**src/rtl/lc3_decode_stage_if.sv**
```systemverilog
// Decode-stage bus: capture inputs from Fetch/instruction memory and registered decode outputs.
// The illegal_op signal exists only when DECODE_ILLEGAL_TRAP_EN is defined.
interface lc3_decode_stage_if;
    logic        enable_decode;
    logic [15:0] Instr_dout;
    logic [15:0] npc_in;
    logic [15:0] IR;
    logic [15:0] npc_out;
    logic [5:0]  E_Control;
    logic [1:0]  W_Control;
    logic        Mem_Control;
    logic        decode_valid;
`ifdef DECODE_ILLEGAL_TRAP_EN
    logic        illegal_op;
`endif

    modport master (
        output enable_decode, Instr_dout, npc_in,
        input  IR, npc_out, E_Control, W_Control, Mem_Control, decode_valid
`ifdef DECODE_ILLEGAL_TRAP_EN
        , input illegal_op
`endif
    );

    modport slave (
        input  enable_decode, Instr_dout, npc_in,
        output IR, npc_out, E_Control, W_Control, Mem_Control, decode_valid
`ifdef DECODE_ILLEGAL_TRAP_EN
        , output illegal_op
`endif
    );
endinterface

```
**src/rtl/lc3_decode_stage.sv**
```systemverilog
// LC3 decode pipeline stage: registers the instruction/next-PC and decodes E/W/Mem control words.
// Optional DECODE_ILLEGAL_TRAP_EN adds illegal_op for opcodes 1000, 1101 and 1111.
module lc3_decode_stage (
    input logic               clock,
    input logic               reset,
    lc3_decode_stage_if.slave dec
);
    localparam int unsigned INSTR_W = 16;
    localparam int unsigned ECTL_W  = 6;
    localparam int unsigned WCTL_W  = 2;

    localparam logic [3:0] OP_BR  = 4'b0000;
    localparam logic [3:0] OP_ADD = 4'b0001;
    localparam logic [3:0] OP_LD  = 4'b0010;
    localparam logic [3:0] OP_ST  = 4'b0011;
    localparam logic [3:0] OP_AND = 4'b0101;
    localparam logic [3:0] OP_LDR = 4'b0110;
    localparam logic [3:0] OP_STR = 4'b0111;
    localparam logic [3:0] OP_NOT = 4'b1001;
    localparam logic [3:0] OP_LDI = 4'b1010;
    localparam logic [3:0] OP_STI = 4'b1011;
    localparam logic [3:0] OP_JMP = 4'b1100;
    localparam logic [3:0] OP_LEA = 4'b1110;

    localparam logic [1:0] W_ALU = 2'b00;
    localparam logic [1:0] W_MEM = 2'b01;
    localparam logic [1:0] W_PC  = 2'b10;

    logic [INSTR_W-1:0] ir_q, npc_q;
    logic [ECTL_W-1:0]  e_ctl_q, e_ctl_d;
    logic [WCTL_W-1:0]  w_ctl_q, w_ctl_d;
    logic               mem_ctl_q, mem_ctl_d;
    logic               valid_q;
    logic [3:0]         opcode;
    logic               imm_n;

    assign opcode = dec.Instr_dout[15:12];
    assign imm_n  = ~dec.Instr_dout[5];

`ifdef DECODE_ILLEGAL_TRAP_EN
    logic ill_q, ill_d;
`endif

    // E_Control = {alu_control, pcselect1, pcselect2, op2select}
    always_comb begin
        e_ctl_d   = '0;
        w_ctl_d   = W_ALU;
        mem_ctl_d = 1'b0;
        case (opcode)
            OP_ADD: e_ctl_d = {2'b00, 2'b00, 1'b0, imm_n};
            OP_AND: e_ctl_d = {2'b01, 2'b00, 1'b0, imm_n};
            OP_NOT: e_ctl_d = {2'b10, 2'b00, 1'b0, 1'b0};
            OP_BR:  e_ctl_d = {2'b00, 2'b01, 1'b1, 1'b0};
            OP_JMP: e_ctl_d = {2'b00, 2'b11, 1'b0, 1'b0};
            OP_LD: begin
                e_ctl_d = {2'b00, 2'b01, 1'b1, 1'b0};
                w_ctl_d = W_MEM;
            end
            OP_LDR: begin
                e_ctl_d = {2'b00, 2'b10, 1'b0, 1'b0};
                w_ctl_d = W_MEM;
            end
            OP_LDI: begin
                e_ctl_d   = {2'b00, 2'b01, 1'b1, 1'b0};
                w_ctl_d   = W_MEM;
                mem_ctl_d = 1'b1;
            end
            OP_LEA: begin
                e_ctl_d = {2'b00, 2'b01, 1'b1, 1'b0};
                w_ctl_d = W_PC;
            end
            OP_ST:  e_ctl_d = {2'b00, 2'b01, 1'b1, 1'b0};
            OP_STR: e_ctl_d = {2'b00, 2'b10, 1'b0, 1'b0};
            OP_STI: begin
                e_ctl_d   = {2'b00, 2'b01, 1'b1, 1'b0};
                mem_ctl_d = 1'b1;
            end
            default: ;
        endcase
`ifdef DECODE_ILLEGAL_TRAP_EN
        ill_d = (opcode == 4'b1000) || (opcode == 4'b1101) || (opcode == 4'b1111);
        if (ill_d) begin
            e_ctl_d   = '0;
            w_ctl_d   = W_ALU;
            mem_ctl_d = 1'b0;
        end
`endif
    end

    // Capture on enable; hold otherwise with decode_valid dropping; reset wins over enable.
    always_ff @(posedge clock) begin
        if (!reset) begin
            ir_q      <= '0;
            npc_q     <= '0;
            e_ctl_q   <= '0;
            w_ctl_q   <= '0;
            mem_ctl_q <= 1'b0;
            valid_q   <= 1'b0;
`ifdef DECODE_ILLEGAL_TRAP_EN
            ill_q     <= 1'b0;
`endif
        end else if (dec.enable_decode) begin
            ir_q      <= dec.Instr_dout;
            npc_q     <= dec.npc_in;
            e_ctl_q   <= e_ctl_d;
            w_ctl_q   <= w_ctl_d;
            mem_ctl_q <= mem_ctl_d;
            valid_q   <= 1'b1;
`ifdef DECODE_ILLEGAL_TRAP_EN
            ill_q     <= ill_d;
`endif
        end else begin
            valid_q   <= 1'b0;
        end
    end

    assign dec.IR           = ir_q;
    assign dec.npc_out      = npc_q;
    assign dec.E_Control    = e_ctl_q;
    assign dec.W_Control    = w_ctl_q;
    assign dec.Mem_Control  = mem_ctl_q;
    assign dec.decode_valid = valid_q;
`ifdef DECODE_ILLEGAL_TRAP_EN
    assign dec.illegal_op   = ill_q;
`endif
endmodule

```
**src/flat_wrapper.sv**
```systemverilog
// flat-port wrapper written by rule: the top's interface ports become plain ports
module lc3_decode_stage_flat 
  (clock, reset, dec_enable_decode, dec_Instr_dout, dec_npc_in, dec_IR, dec_npc_out, dec_E_Control, dec_W_Control, dec_Mem_Control, dec_decode_valid);
  lc3_decode_stage_if dec_i ();
  input logic clock;
  input logic reset;
  input wire logic [$bits(dec_i.enable_decode)-1:0] dec_enable_decode;
  input wire logic [$bits(dec_i.Instr_dout)-1:0] dec_Instr_dout;
  input wire logic [$bits(dec_i.npc_in)-1:0] dec_npc_in;
  output wire logic [$bits(dec_i.IR)-1:0] dec_IR;
  output wire logic [$bits(dec_i.npc_out)-1:0] dec_npc_out;
  output wire logic [$bits(dec_i.E_Control)-1:0] dec_E_Control;
  output wire logic [$bits(dec_i.W_Control)-1:0] dec_W_Control;
  output wire logic [$bits(dec_i.Mem_Control)-1:0] dec_Mem_Control;
  output wire logic [$bits(dec_i.decode_valid)-1:0] dec_decode_valid;
  assign dec_i.enable_decode = dec_enable_decode;
  assign dec_i.Instr_dout = dec_Instr_dout;
  assign dec_i.npc_in = dec_npc_in;
  assign dec_IR = dec_i.IR;
  assign dec_npc_out = dec_i.npc_out;
  assign dec_E_Control = dec_i.E_Control;
  assign dec_W_Control = dec_i.W_Control;
  assign dec_Mem_Control = dec_i.Mem_Control;
  assign dec_decode_valid = dec_i.decode_valid;
  lc3_decode_stage u_core (.clock(clock), .reset(reset), .dec(dec_i));
endmodule
```
**config.mk**
```make
export PLATFORM = sky130hd
export DESIGN_NAME = lc3_decode_stage_flat
export DESIGN_NICKNAME = d
export VERILOG_FILES = /design/src/rtl/lc3_decode_stage_if.sv /design/src/rtl/lc3_decode_stage.sv /design/src/flat_wrapper.sv
export SDC_FILE = /design/constraint.sdc
export NUM_CORES = 1
export LEC_CHECK = 0
export CELL_PAD_IN_SITES_DETAIL_PLACEMENT = 0
export CELL_PAD_IN_SITES_GLOBAL_PLACEMENT = 1
export CORE_MARGIN = 2
export CORE_UTILIZATION = 30
export DETAILED_ROUTE_END_ITERATION = 8
export PLACE_DENSITY_LB_ADDON = 0.1
export SLEW_MARGIN = 20
export SYNTH_ARGS = -nofsm -noshare
export SYNTH_HDL_FRONTEND = slang
export SYNTH_SLANG_ARGS = --single-unit
```
**constraint.sdc**
```tcl
create_clock -name clock -period 1 [get_ports clock]
set_input_delay 0.2 -clock clock [delete_from_list [all_inputs] [get_ports clock]]
set_output_delay 0.2 -clock clock [all_outputs]
set_load 0.02 [all_outputs]
```
==> results_dict.tcl <==
set metrics [dict create \
    num_rows 27 \
    clk_pin_slew_ps 80 \
    fin_cells 315 \
    path_max_fanout 2 \
    max_stage_delay_ps 330 \
    required_ps 800 \
    antenna_cells 0 \
    worst_path_max_delay_cell "dfxtp_2" \
    initial_utilization_pct 30.8 \
    setup_viol 0 \
    critical_path_class "reg -> out" \
    detail_route.first_pass.iterations 4 \
    irDropWorstVdd_mv 0.679 \
    ys_ff_latch 42 \
    cp-end-kind "output port" \
    grt_pass1_vias 1302 \
    vias 1352 \
    cts_tree "done" \
    grt_use_total_pct 12.5 \
    ys_seq_area_share_pct 49.9 \
    die_h_um 79.0 \
    synth.top_cell.area_share_pct 49.9 \
    place_ws_ps -337 \
    tightest_slew_ps 261 \
    die_area_um2 6240 \
    routed_wl_um 3890 \
    viasPerCell 4.29 \
    synthesis.nets 189 \
    relSlewSlack_pct 82.6 \
    max_cap_viol_count 0 \
    fmax_ghz 1.03 \
    nets 277 \
    place_area_um2 2570 \
    worstHoldPathType "in -> reg" \
    p_leak_nw 1.20 \
    cts_sinks 42 \
    insertion_delay_ps 290 \
    cp_top_family "flip-flops" \
    synth_area_leaders "dfxtp_1, mux2i_1, nor2b_1, a21boi_1, nand2b_1" \
    layout_min_cycle_time_ps 969 \
    cts_hold_buffers 0 \
    wire_per_inst_um 12.3 \
    drive_gt1_share_pct 45.7 \
    synthDistinctLibCells 27 \
    overflow 0 \
    crit_path_start_kind "flip-flop" \
    dieWidth_um 79.0 \
    drt_iter0_drc 19 \
    synth_area_um2 1690 \
    synth.largest_area_cell "dfxtp_1" \
    drc 0 \
    maxSlewViolCount 0 \
    syn_to_final_growth_pct 60.2 \
    io_buffers 76 \
    yosysWarnings 0 \
    cts.root.buffer_cell "clkbuf_8" \
    hpwl_um 2880 \
    fin_crit_sh_pct 96.9 \
    crit_chain "buf_4" \
    dp_cells 306 \
    fin_skew_ps 0 \
    ant_nets 0 \
    core_area_um2 5470 \
    fin_area_um2 2700 \
    antenna_found_initial 0 \
    syn_inst 154 \
    final_util_pct 49.4 \
    avgSynthCellArea_um2 11.0 \
    place_congestion 0.757 \
    grt_pass1_wl_um 6180 \
    hold_viol 0 \
    htree_levels 2 \
    n_fill_cell 530 \
    io_pins 77 \
    status "complete, no violations" \
    cts_buffers 5 \
    grt_max_degree 19 \
    cp_num_buf_inv 1 \
    fin_ws_ps 30.7 \
    p_per_area_nw_per_um2 1440 \
    cts_buffer_depth 2 \
    cp_data_arrival_time_ps 770 \
]
==> power breakdown <==
group,switching (W),internal [W]
Combinational,0.000309,0.000406
Clock,0.000599,0.000743
Sequential,0.0000528,0.00178
==> routing by layer <==
| metal | up-vias | wire (um) | track usage, % |
|---|---|---|---|
| met3 | 4 | 328 | 4.89 |
| li1 | 686 | - | - |
| met4 | 0 | 22 | 3.62 |
| met1 | 613 | 1630 | 14.6 |
| met2 | 49 | 1910 | 21.4 |
| met5 | - | 0 | 0 |
==> state kept, by name, indices dropped and copies added, names as in the netlist <==
register and flops:
u_core.dec.E_Control 6, u_core.dec.npc_out 16, u_core.dec.IR 16, u_core.dec.decode_valid 1, u_core.dec.Mem_Control 1, u_core.dec.W_Control 2
==> per-stage QoR <==
| stage | power [W] | setup TNS, ps | hold WS, ps |
|---|---|---|---|
| 3_5_place_dp | 0.00258 | -12310 | 465 |
| 6_report | 0.00389 | 0 | 276 |
| 4_1_cts | 0.00391 | 0 | 332 |
| 3_3_place_gp | 0.00257 | -11250 | 457 |
| 5_1_grt | 0.00408 | -7.51 | 273 |
| 2_1_floorplan | 0.00220 | 0 | 342 |
==> cells by family after synthesis <==
family,after synthesis,synth area share [%]
AOI/OAI and AO/OA,14,5.49
muxes,33,19.9
DFF,42,49.9
and+or+nand+nor,53,19.5
buffers and inverters,12,5.27
==> timing repair <==
action,4_1_cts,5_1_grt
resized for setup,215,55
cloned,0,0
endpoints found under the setup margin,49,45
buffers inserted,0,1
==> Yosys cell counts, drive strengths merged <==
master / count
dfxtp: 42
and4bb: 1
nor2: 1
a21boi: 5
and2: 1
mux2i: 32
buf: 7
nand4: 1
clkbuf: 4
inv: 1
a21oi: 4
o21ai: 2
nand4b: 1
mux2: 1
nand3: 2
o21bai: 1
nor3b: 1
nand2b: 6
nand2: 3
a31oi: 1
nor2b: 36
o21a: 1
==> layout by cell type (no fill, tap or decap), drive strengths merged, types with 3 or more instances in the layout <==
| master | count |
|---|---|
| nor2b | 36 |
| nand2b | 6 |
| dfxtp | 42 |
| clkdlybuf4s50 | 29 |
| mux2i | 32 |
| nand2 | 3 |
| buf | 59 |
| clkbuf | 5 |
| a21oi | 4 |
| a21boi | 5 |
==> layout make-up <==
| type | count | area [um2] | share of cell area (%) |
|---|---|---|---|
| repair buffers | 92 | 843 | 31.2 |
| well taps | 72 | 90.1 | 3.33 |
| flip-flops and latches | 42 | 891 | 33.0 |
| clock buffers | 5 | 68.8 | 2.55 |
| multi-input cells | 100 | 759 | 28.1 |
| inverters | 1 | 3.75 | 0.139 |
| clock inverters | 3 | 45.0 | 1.67 |
==> path summary, 6_finish.rpt <==
path	start	end	slack, ps	cells past startpoint
max	u_core.dec.E_Control[1]$_SDFFE_PN0P_	dec_E_Control[1]	30	1
min	dec_Instr_dout[13]	u_core.dec.IR[13]$_SDFFE_PN0P_	280	3
max reg2reg	u_core.dec.E_Control[3]$_SDFFE_PN0P_	u_core.dec.E_Control[3]$_SDFFE_PN0P_	90	4
min reg2reg	u_core.dec.E_Control[5]$_SDFFE_PN0P_	u_core.dec.E_Control[5]$_SDFFE_PN0P_	470	2
==> worst register-to-register path, delay by kind of cell (launching register included) <==
kind | cells | cell delay (ps)
and+or+nand+nor | 1 | 80
buffers and inverters | 1 | 120
AOI/OAI and AO/OA | 1 | 30
DFF | 1 | 320
muxes | 1 | 250
(Power assumes the default switching activity.)
